==> src/rtl/d_port_arbiter.sv <==
// Arbitrates the memory data port between the cache and a DMA engine.
// One request at a time; a transfer takes MEM_LAT+2 cycles from acceptance to ready.
module d_port_arbiter #(
  parameter int WORD_SIZE  = 16,
  parameter int FETCH_SIZE = 64,
  parameter int MEM_LAT    = 4
) (
  input  logic                  clk,
  input  logic                  reset,
  input  logic                  c_readM,
  input  logic                  c_writeM,
  input  logic [WORD_SIZE-1:0]  c_address,
  input  logic [FETCH_SIZE-1:0] c_wdata,
  output logic [FETCH_SIZE-1:0] c_rdata,
  output logic                  c_ready,
  output logic                  c_stall,
  input  logic                  dma_br,
  output logic                  dma_bg,
  input  logic                  dma_readM,
  input  logic                  dma_writeM,
  input  logic [WORD_SIZE-1:0]  dma_address,
  input  logic [FETCH_SIZE-1:0] dma_wdata,
  output logic [FETCH_SIZE-1:0] dma_rdata,
  output logic                  dma_ready,
  output logic                  m_readM,
  output logic                  m_writeM,
  output logic [WORD_SIZE-1:0]  m_address,
  output logic [FETCH_SIZE-1:0] m_wdata,
  input  logic [FETCH_SIZE-1:0] m_rdata
);

  localparam int CW = $clog2(MEM_LAT + 1);

  typedef enum logic [2:0] {IDLE, C_BUSY, C_DONE, D_GRANT, D_BUSY, D_DONE} state_t;

  state_t        r_state;
  logic [CW-1:0] r_cnt;
  logic          r_lastDma;
  logic          r_isWrite;

  logic w_cReq;
  logic w_dReq;
  logic w_lastBeat;
  logic w_cDoneNext;

  assign w_cReq      = c_readM | c_writeM;
  assign w_dReq      = dma_readM | dma_writeM;
  assign w_lastBeat  = (r_cnt == CW'(MEM_LAT));
  assign w_cDoneNext = (r_state == C_BUSY) && w_lastBeat;

  always_ff @(posedge clk or posedge reset) begin
    if (reset) begin
      r_state   <= IDLE;
      r_cnt     <= '0;
      r_lastDma <= 1'b1;
      r_isWrite <= 1'b0;
      c_rdata   <= '0;
      c_ready   <= 1'b0;
      c_stall   <= 1'b0;
      dma_bg    <= 1'b0;
      dma_rdata <= '0;
      dma_ready <= 1'b0;
      m_readM   <= 1'b0;
      m_writeM  <= 1'b0;
      m_address <= '0;
      m_wdata   <= '0;
    end else begin
      // Strobes and ready are single-cycle pulses unless re-asserted below.
      m_readM   <= 1'b0;
      m_writeM  <= 1'b0;
      c_ready   <= 1'b0;
      dma_ready <= 1'b0;
      c_stall   <= w_cReq & ~w_cDoneNext;
      case (r_state)
        IDLE: begin
          if (w_cReq && (!dma_br || r_lastDma)) begin
            r_state   <= C_BUSY;
            r_cnt     <= '0;
            r_lastDma <= 1'b0;
            r_isWrite <= c_writeM;
            m_writeM  <= c_writeM;
            m_readM   <= ~c_writeM;
            m_address <= c_address;
            m_wdata   <= c_wdata;
          end else if (dma_br) begin
            r_state <= D_GRANT;
            dma_bg  <= 1'b1;
          end
        end
        C_BUSY: begin
          if (w_lastBeat) begin
            if (!r_isWrite) c_rdata <= m_rdata;
            c_ready <= 1'b1;
            r_state <= C_DONE;
          end else begin
            r_cnt <= r_cnt + CW'(1);
          end
        end
        C_DONE: begin
          if (dma_br) begin
            r_state <= D_GRANT;
            dma_bg  <= 1'b1;
          end else begin
            r_state <= IDLE;
          end
        end
        D_GRANT: begin
          if (!dma_br) begin
            r_state <= IDLE;
            dma_bg  <= 1'b0;
          end else if (w_dReq) begin
            r_state   <= D_BUSY;
            r_cnt     <= '0;
            r_lastDma <= 1'b1;
            r_isWrite <= dma_writeM;
            m_writeM  <= dma_writeM;
            m_readM   <= ~dma_writeM;
            m_address <= dma_address;
            m_wdata   <= dma_wdata;
          end
        end
        D_BUSY: begin
          if (w_lastBeat) begin
            if (!r_isWrite) dma_rdata <= m_rdata;
            dma_ready <= 1'b1;
            r_state   <= D_DONE;
          end else begin
            r_cnt <= r_cnt + CW'(1);
          end
        end
        D_DONE: begin
          if (dma_br) begin
            r_state <= D_GRANT;
          end else begin
            r_state <= IDLE;
            dma_bg  <= 1'b0;
          end
        end
        default: begin
          r_state <= IDLE;
          dma_bg  <= 1'b0;
        end
      endcase
    end
  end

endmodule

==> config.mk <==
export PLATFORM = sky130hd
export DESIGN_NAME = d_port_arbiter
export DESIGN_NICKNAME = d
export VERILOG_FILES = /design/src/rtl/d_port_arbiter.sv
export SDC_FILE = /design/constraint.sdc
export NUM_CORES = 1
export LEC_CHECK = 0
export ABC_AREA = 1
export BUFFER_PORTS_ARGS = -buffer_cell sky130_fd_sc_hd__buf_2
export CAP_MARGIN = 20
export CORE_AREA = 2 2 172 174
export DETAILED_ROUTE_END_ITERATION = 8
export DIE_AREA = 0 0 174 176
export PLACE_DENSITY = 0.56
export SLEW_MARGIN = 10
export SYNTH_ARGS = -nofsm -noshare
export SYNTH_HDL_FRONTEND = slang
export SYNTH_SLANG_ARGS = --single-unit
==> constraint.sdc <==
create_clock -name clk -period 20.3 [get_ports clk]
set_clock_uncertainty 0.2 [all_clocks]
set_input_delay 1.015 -clock clk [delete_from_list [all_inputs] [get_ports clk]]
set_output_delay 1.015 -clock clk [all_outputs]
set_load 0.02 [all_outputs]
== After elaboration in Yosys (flattened, before gate mapping) ==
Index checks and enable logic that the tools add are counted.

* Add/sub/neg operators: 1
* Eq/ne operators: 16
* Muxes and demuxes: 44
* Bitwise logic cells: 8
* Reduce and logical (&&, ||, !) cells: 16

{| class="wikitable"
|+ Operators by type and width
! operator !! number
|-
| two-way mux 64 bit || 3
|-
| one-hot mux 64 bit (2 select lines) || 1
|-
| two-way mux 16 bit || 3
|-
| one-hot mux 16 bit (2 select lines) || 1
|-
| two-way mux 3 bit || 10
|-
| two-way mux 1 bit || 18
|-
| inequality test 2 bit (second input constant) || 8
|-
| one-hot mux 3 bit (5 select lines) || 1
|-
| == test 3 bit (second input constant) || 3
|-
| one-hot mux 3 bit (3 select lines) || 1
|-
| AND reduction 3 bit || 3
|-
| one-hot mux 1 bit (2 select lines) || 4
|-
| AND reduction 4 bit || 2
|-
| == test 3 x 2 -> 1 bit (second input constant) || 2
|-
| inequality test 3 bit (second input constant) || 2
|-
| OR reduction 2 bit || 3
|-
| inverter 1 bit || 5
|-
| AND reduction 5 bit || 1
|-
| one-hot mux 1 bit (4 select lines) || 1
|-
| adder 3 x 1 -> 3 bit (second input constant) || 1
|-
| == test 3 x 1 -> 1 bit (second input constant) || 1
|-
| zero test 3 bit || 1
|-
| nonzero test 3 bit || 1
|-
| logical AND 1 bit || 2
|-
| other kinds (6) || 7
|}

* Bits in registers: 222
* Bits of input ports: 231
* Output and inout port bits: 214
* Word-level logic and storage cells: 99

== Longest topological paths before layout ==
Gate-level depths: netlist of run 1.

* Depth in word-level cells: 5
* Depth in mapped cells: 10
* Depth with buffers taken out: 8

== Least setup slack after synthesis of run 1 ==
OpenSTA, ideal clock, no wires.

* Path type: input port to flip-flop
* Start point: input port dma_br
* End point: register m_address[0]
* Setup time: 0.117 ns
* Data arrival time: 1.867 ns
* Data required time: 19.983 ns
* Path slack: 18.116 ns
* Stages on the path: 8
* Path buffers: 3
* Cells stage by stage: clkbuf_1 -> nand2_1 -> nand3_2 -> nand2_2 -> buf_6 -> buf_6 -> nand2_1 -> nand2_1

* Word-level cells in the longest chain between the ends: 5
* Elaborated cells between the ends (all ways): 6
* Classes of those cells: 2 x eq/ne; 4 x reduce/logical

{| class="wikitable"
|+ RTL lines
! element !! line !! text
|-
| from (decl) || 17 || <nowiki>input logic dma_br,</nowiki>
|-
| zero test 1 bit || - ||
|-
| logical OR 1 bit || 76 || <nowiki>if (w_cReq && (!dma_br || r_lastDma)) begin</nowiki>
|-
| logical AND 1 bit || 76 ||
|-
| inequality test 2 bit (no line) || - ||
|-
| AND reduction 4 bit (no line) * || - ||
|-
| to (signal assigned) || 83 || <nowiki>m_address <= c_address;</nowiki>
|-
| to (signal assigned) || 118 || <nowiki>m_address <= dma_address;</nowiki>
|-
| to (decl) || 27 || <nowiki>output logic [WORD_SIZE-1:0] m_address,</nowiki>
|}

Every way passes the cells marked *; elsewhere a longest branch is shown, timed or not.
A chain may end at the register's enable or synchronous reset.

== Worst setup path in the final report of run 1 ==
* Start point: register r_cnt[0]
* End point: register dma_rdata[34]

* Word-level cells in the longest chain between the ends: 2

{| class="wikitable"
|+ RTL lines
! element !! line !! text
|-
| from (decl) || 37 || <nowiki>logic [CW-1:0] r_cnt;</nowiki>
|-
| from (signal assigned) || 96 || <nowiki>r_cnt <= r_cnt + CW'(1);</nowiki>
|-
| from (signal assigned) || 128 || <nowiki>r_cnt <= r_cnt + CW'(1);</nowiki>
|-
| == test 3 bit || 48 || <nowiki>assign w_lastBeat = (r_cnt == CW'(MEM_LAT));</nowiki>
|-
| AND reduction 3 bit (no line) || - ||
|-
| to (signal assigned) || 124 || <nowiki>if (!r_isWrite) dma_rdata <= m_rdata;</nowiki>
|-
| to (decl) || 23 || <nowiki>output logic [FETCH_SIZE-1:0] dma_rdata,</nowiki>
|}

Every way passes these cells.

==> load_flow_metrics.sql, run 1 <==
INSERT INTO impl_metrics (metric_group, metric, value, unit) VALUES
('status', 'outcome', 'finished clean', ''),
('critical_path', 'path_class', 'reg -> reg', ''),
('critical_path', 'worst_r2r_startpoint', 'r_cnt[0]', ''),
('timing', 'timing.final.crit_period', '2.61', 'ns'),
('layout', 'drive_gt1_share', '31.2', '%'),
('synth', 'syn_area', '9590', 'um2'),
('clocking', 'cts.sink_count', '222', ''),
('timing', 'report.final.hold_viol_count', '0', ''),
('synth', 'synthesis.yosys.warnings', '0', ''),
('timing', 'slew_headroom', '35.3', '%'),
('critical_path', 'reg2reg_path_depth', '7', ''),
('critical_path', 'worst_path_top_cell_family_by_delay', 'simple AND/OR/NAND/NOR gates', ''),
('critical_path', 'critical_path_peak_fanout', '79', ''),
('critical_path', 'critical_path_arrival', '2.75', 'ns'),
('routing', 'detail_route.first_pass.iterations', '6', ''),
('power_and_ir_drop', 'power.sequential.fraction', '35.4', '%'),
('timing', 'final-setup-viol-count', '0', ''),
('synth', 'ys_seq_area_share', '57.9', '%'),
('flow_run', 'timing.max_cap.violations', '0', ''),
('routing', 'wirelength_routed', '29600', 'um'),
('critical_path', 'cp-end-kind', 'flop', ''),
('layout', 'final_core_util', '44.9', '%'),
('synth', 'post_synth.cell_area_avg', '8.05', 'um2'),
('routing', 'avgViaCountPerCell', '4.37', ''),
('clocking', 'ctsLongestPathBuffers', '3', ''),
('timing', 'worst_hold_slack', '0.262', 'ns'),
('timing', 'post-route-period-util', '12.8', '%'),
('die', 'io_pins', '445', ''),
('timing', 'grt_setup_unrepaired', 'false', ''),
('power_and_ir_drop', 'power.share.switching', '43.3', '%'),
('min_path', 'hold_path_class', 'reg -> reg', ''),
('global_routing', 'grt_pass1_vias', '8537', ''),
('clocking', 'cts_root_buf', 'clkbuf_16', ''),
('clocking', 'cts_htree_levels', '1', ''),
('die', 'row_count', '62', ''),
('routing', 'routed-via-count', '8759', ''),
('power_and_ir_drop', 'power', '2.13', 'mW'),
('critical_path', 'worstPathRequired', '20.45', 'ns'),
('die', 'coreArea', '28500', 'um2'),
('min_path', 'worstHoldPathCells', '2', ''),
('power_and_ir_drop', 'power.net_switching', '0.925', 'mW'),
('power_and_ir_drop', 'total_leakage_power', '7.53', 'nW'),
('global_routing', 'grt_max_degree', '119', ''),
('min_path', 'worst_hold_endpoint', 'm_wdata[53]', ''),
('placed_design', 'placement.io_buffers', '444', ''),
('routing', 'drt-wirelength-per-cell', '14.8', 'um'),
('critical_path', 'worst_path_largest_cell_delay', '0.65', 'ns'),
('timing', 'timing.fmax', '384', 'MHz'),
('critical_path', 'critical_path_cell_count', '7', ''),
('power_and_ir_drop', 'power-per-cell-area', '167', 'nW/um2'),
('clocking', 'ctsResizeCount', '0', ''),
('layout', 'antennaDiodeCount', '0', ''),
('layout', 'finalNonFillerCells', '2005', ''),
('synth', 'synth.ff_latch_count', '222', ''),
('global_routing', 'globalRoute.totalOverflow', '0', ''),
('layout', 'multi_input_area', '3330', 'um2'),
('routing', 'drt.antenna.violating_nets', '0', ''),
('routing', 'drt_first_iter_violations', '466', ''),
('die', 'chipWidth', '174', 'um'),
('clocking', 'cts.repair_timing.setup_buffer_count', '0', ''),
('synth', 'synthDistinctLibCells', '23', ''),
('power_and_ir_drop', 'p_comb_share', '43.7', '%'),
('layout', 'area_growth', '33.6', '%'),
('layout', 'number_of_nets_in_the_finished_design', '1837', ''),
('min_path', 'min-delay-start', 'm_wdata[53]', ''),
('placed_design', 'number_of_cells_after_detailed_placement', '1961', ''),
('clocking', 'clk_pin_slew_worst_paths', '0.06', 'ns'),
('power_and_ir_drop', 'power_report.internal_total', '1.21', 'mW'),
('clocking', 'cts_tree', 'yes', ''),
('timing', 'tightestPinTransition', '0.970', 'ns'),
('synth', 'postSynthNetCount', '1424', '');
## metrics by stage
stage	setup WS [ns]	cell area (um2)
floorplan	13.01	9590
global placement	17.26	12000
detailed placement	17.21	12000
CTS	17.69	12800
global route	17.42	12800
finish	17.69	12800
## worst max-delay path by stage
stage / from / end / slack [ns]
after floorplan: reset / c_rdata[0] / 13.01
after global placement: dma_br / m_wdata[38] / 17.26
after detailed placement: c_writeM / m_wdata[37] / 17.21
after CTS: r_cnt[0] / dma_rdata[34] / 17.69
after global routing: r_cnt[0] / dma_rdata[33] / 17.42
final: r_cnt[0] / dma_rdata[34] / 17.69
## worst register-to-register path, delay by kind of cell (launching register included)
family	cells	cell delay, ns
DFF	1	0.37
and+or+nand+nor	3	0.71
buffers and inverters	2	0.73
adders and majority gates	1	0.19
AOI/OAI and AO/OA	1	0.25
## sequential cells by signal, indices dropped and copies added (netlist names)
signal	cells
c_stall	1
m_readM	1
m_writeM	1
dma_ready	1
r_lastDma	1
m_address	16
c_rdata	64
r_isWrite	1
c_ready	1
r_state	3
r_cnt	3
m_wdata	64
dma_bg	1
dma_rdata	64
## synthesized netlist by cell type
| cell type | count | area, um2 |
|---|---|---|
| a21oi_1 | 1 | 5.00 |
| buf_2 | 35 | 175 |
| buf_4 | 7 | 52.6 |
| buf_6 | 12 | 135 |
| clkbuf_1 | 4 | 15.0 |
| clkbuf_2 | 8 | 40.0 |
| dfrtp_1 | 221 | 5530 |
| dfstp_2 | 1 | 26.3 |
| ha_1 | 2 | 25.0 |
| inv_1 | 78 | 293 |
| inv_2 | 5 | 18.8 |
| nand2_1 | 656 | 2460 |
| nand2_2 | 2 | 12.5 |
| nand3_1 | 10 | 50.1 |
| nand3_2 | 1 | 10.0 |
| nand3b_1 | 1 | 7.51 |
| nand4_1 | 2 | 12.5 |
| nor2_1 | 9 | 33.8 |
| nor2_2 | 1 | 6.26 |
| nor3_1 | 1 | 5.00 |
| o21ai_0 | 101 | 505 |
| o21ai_1 | 32 | 160 |
| xor2_1 | 1 | 8.76 |
## area by class of cell
cell class / instances / area share, %
multi-input cells: 820 / 26.0
clock buffers: 37 / 5.70
flip-flops and latches: 222 / 43.4
well taps: 384 / 3.75
repair buffers: 453 / 18.0
inverters: 83 / 2.49
clock inverters: 6 / 0.674
## routing by layer
metal	vias to the layer above	global-route usage, %	part of all wire [%]
li1	4437	-	-
met1	3902	24.3	42
met2	369	31.6	47
met3	51	4.35	8.2
met4	0	6.20	3.2
met5	-	0	0
## cell families (layout without fill, tap and decap cells)
logic type / Yosys count / count (layout) / share of synthesized area (%)
adder cells (fa/ha/maj): 2 / 2 / 0.261
XOR/XNOR: 1 / 1 / 0.0913
AND/OR/NAND/NOR: 683 / 683 / 27.1
buffers and inverters: 149 / 579 / 7.61
flip-flops: 222 / 222 / 57.9
AO/OA/AOI/OAI: 134 / 134 / 6.99
## power by group through the flow
stage,registers (mW),logic (mW),clock network [mW]
CTS,0.757,0.948,0.463
global route,0.784,1.03,0.483
detailed placement,0.762,0.948,0
finish,0.755,0.933,0.447
global placement,0.758,0.939,0
floorplan,0.999,0.363,0
Note: power is estimated with default switching activity, not from simulation.
==> inputs of run 2 (changes only) <==
Settings changed: CORE_AREA 2 2 172 174 to 2 2 174 176, DIE_AREA 0 0 174 176 to 0 0 176 178, PLACE_DENSITY 0.56 to 0.55.
Clock period 20.3 ns to 2.6 ns, I/O delays scaled along.
==> run 2 against run 1 <==
  * Routed wire length up 8.0%
  * Critical path depth up 1
  * Fmax up 11%
  * Die area up 2.3%
  * Critical path type unchanged
  * Critical endpoint is now m_wdata[25]
  * Highest routed layer unchanged
==> load_flow_metrics.sql, run 2 (synthesized netlist as in run 1, its figures left out) <==
INSERT INTO impl_metrics (metric_group, metric, value, unit) VALUES
('status', 'outcome', 'finished clean', ''),
('timing', 'timing.fmax', '425', 'MHz'),
('global_routing', 'groute.layer.met3.usage', '3.82', '%'),
('layout', 'finalNonFillerCells', '2252', ''),
('clocking', 'clk_pin_slew_worst_paths', '0.06', 'ns'),
('clocking', 'cts_htree_levels', '1', ''),
('critical_path', 'worstSetupStartpointType', 'flop', ''),
('critical_path', 'cp-end-kind', 'flop', ''),
('power_and_ir_drop', 'total_leakage_power', '8.60', 'nW'),
('routing', 'wirelength_routed', '32000', 'um'),
('global_routing', 'grt_max_degree', '132', ''),
('timing', 'report.final.hold_viol_count', '0', ''),
('critical_path', 'critical_path_arrival', '2.55', 'ns'),
('routing', 'routed-via-count', '9820', ''),
('global_routing', 'grt_use_total', '19.4', '%'),
('placed_design', 'number_of_cells_after_detailed_placement', '1971', ''),
('placed_design', 'place_area', '12100', 'um2'),
('clocking', 'cts_root_buf', 'clkbuf_16', ''),
('die', 'coreArea', '29400', 'um2'),
('routing', 'drt_first_iter_violations', '541', ''),
('layout', 'final_cell_mix', 'nand2_1, buf_2, dlygate4sd3_1, dfrtp_1, o21ai_0', ''),
('global_routing', 'grt_pass1_vias', '9466', ''),
('critical_path', 'path_class', 'reg -> reg', ''),
('timing', 'tightestPinTransition', '0.768', 'ns'),
('placed_design', 'placement.io_buffers', '444', ''),
('routing', 'detail_route.drc_violations', '0', ''),
('layout', 'fill_cells', '2772', ''),
('timing', 'timing.final.crit_period', '2.35', 'ns'),
('clocking', 'cts_tree', 'yes', ''),
('critical_path', 'r2r_slack', '0.25', 'ns'),
('critical_path', 'critical_path_peak_fanout', '48', ''),
('global_routing', 'globalRoute.totalOverflow', '0', ''),
('critical_path', 'worst_r2r_startpoint', 'r_state[2]', ''),
('layout', 'number_of_nets_in_the_finished_design', '2077', ''),
('timing', 'slew_headroom', '48.8', '%'),
('timing', 'final-setup-viol-count', '0', ''),
('global_routing', 'met1_resource_use_gr', '23.4', '%'),
('die', 'die_height', '178', 'um'),
('routing', 'detail_route.first_pass.iterations', '5', ''),
('layout', 'top_regs', 'c_rdata: 64 flops, dma_rdata: 64 flops, m_wdata: 64 flops', ''),
('power_and_ir_drop', 'power', '17.9', 'mW'),
('routing', 'drt.antenna.violating_nets', '0', ''),
('layout', 'drive_gt1_share', '27.8', '%'),
('die', 'chipWidth', '176', 'um'),
('placed_design', 'gpl.final_weighted_congestion', '0.798', ''),
('clocking', 'cts_buffers', '25', ''),
('global_routing', 'busiest_layer', 'met2', ''),
('power_and_ir_drop', 'power-per-cell-area', '1160', 'nW/um2'),
('critical_path', 'worstPathRequired', '2.79', 'ns'),
('global_routing', 'grt_antenna_before_repair', '1', ''),
('layout', 'final_area', '15400', 'um2'),
('timing', 'slew_limit_fails', '0', ''),
('min_path', 'hold_path_class', 'in -> async', ''),
('critical_path', 'reg2reg_path_depth', '8', ''),
('die', 'initial_core_utilization', '32.6', '%'),
('timing', 'grt_setup_unrepaired', 'false', ''),
('routing', 'avgViaCountPerCell', '4.36', ''),
('die', 'floorplan.die_area', '31300', 'um2'),
('clocking', 'ctsLongestPathBuffers', '3', ''),
('clocking', 'cts.sink_count', '222', ''),
('global_routing', 'grt_first_pass_wirelength', '48900', 'um'),
('die', 'row_count', '63', ''),
('timing', 'post-route-period-util', '90.6', '%'),
('placed_design', 'detailed_place_hpwl', '21800', 'um'),
('power_and_ir_drop', 'vdd_drop_max', '0.546', 'mV'),
('die', 'io_pins', '445', ''),
('layout', 'area_growth', '60.3', '%'),
('routing', 'drt-wirelength-per-cell', '14.2', 'um'),
('layout', 'layout.cells.most_common', 'nand2_1', ''),
('critical_path', 'capture_instance_of_the_worst_register_to_register_path', 'm_wdata[25]', ''),
('global_routing', 'grt.met2_usage', '34.3', '%'),
('clocking', 'insertion_delay', '0.51', 'ns'),
('flow_run', 'timing.max_cap.violations', '0', '');
[run 2: layout make-up]
cell class | count | area (um2) | area share (%)
inverters | 83 | 315 | 2.05
well taps | 390 | 488 | 3.17
diodes | 1 | 2.50 | 0.0163
multi-input cells | 821 | 3350 | 21.8
clock buffers | 36 | 747 | 4.86
clock inverters | 8 | 148 | 0.960
repair buffers | 691 | 4760 | 31.0
flip-flops and latches | 222 | 5560 | 36.2
[run 2: power breakdown]
| group | internal, mW | leakage [nW] | switching [mW] |
|---|---|---|---|
| clock network | 2.38 | 0.442 | 1.38 |
| logic | 2.99 | 5.74 | 5.16 |
| registers | 5.07 | 2.42 | 0.880 |
[run 2: how the worst max path moves through the flow]
stage | start | end | depth (start not counted)
after floorplan | reset | c_rdata[0] | 1
after CTS | r_state[0] | r_state[1] | 6
after global routing | r_state[2] | m_wdata[25] | 8
after global placement | r_state[0] | m_wdata[27] | 7
final | r_state[2] | m_wdata[25] | 8
after detailed placement | r_state[0] | m_wdata[27] | 7
[run 2: per-layer routing]
metal	wire, um	share of wire [%]
met2	15600	49
met1	13000	41
met5	0	0
met3	2310	7.2
met4	1130	3.5
[run 2: through the flow]
stage	hold WS (ns)	util [%]	setup TNS, ns	setup slack (ns)
floorplan	0.0772	-	-138.18	-0.625
global placement	0.0885	41.2	0	0.594
detailed placement	0.0848	41.2	0	0.528
CTS	0.0884	52.2	0	0.0387
global route	0.128	52.3	0	0.0764
finish	0.0978	52.3	0	0.246
[run 2: what timing repair did]
item,4_1_cts,5_1_grt
hold buffers,235,0
setup buffers,0,1
gates resized for setup,0,3
endpoints found under the hold margin,442,0
endpoints found under the setup margin,0,48
[run 2: critical path, stage by stage (launching register included)]
cell and delay [ns]:
dfrtp_2 0.48, inv_2 0.14, nand3_4 0.26, buf_12 0.28, nand2_1 0.10, nand2_1 0.06
dlygate4sd3_1 0.56, nand2_1 0.07, nand2_1 0.05
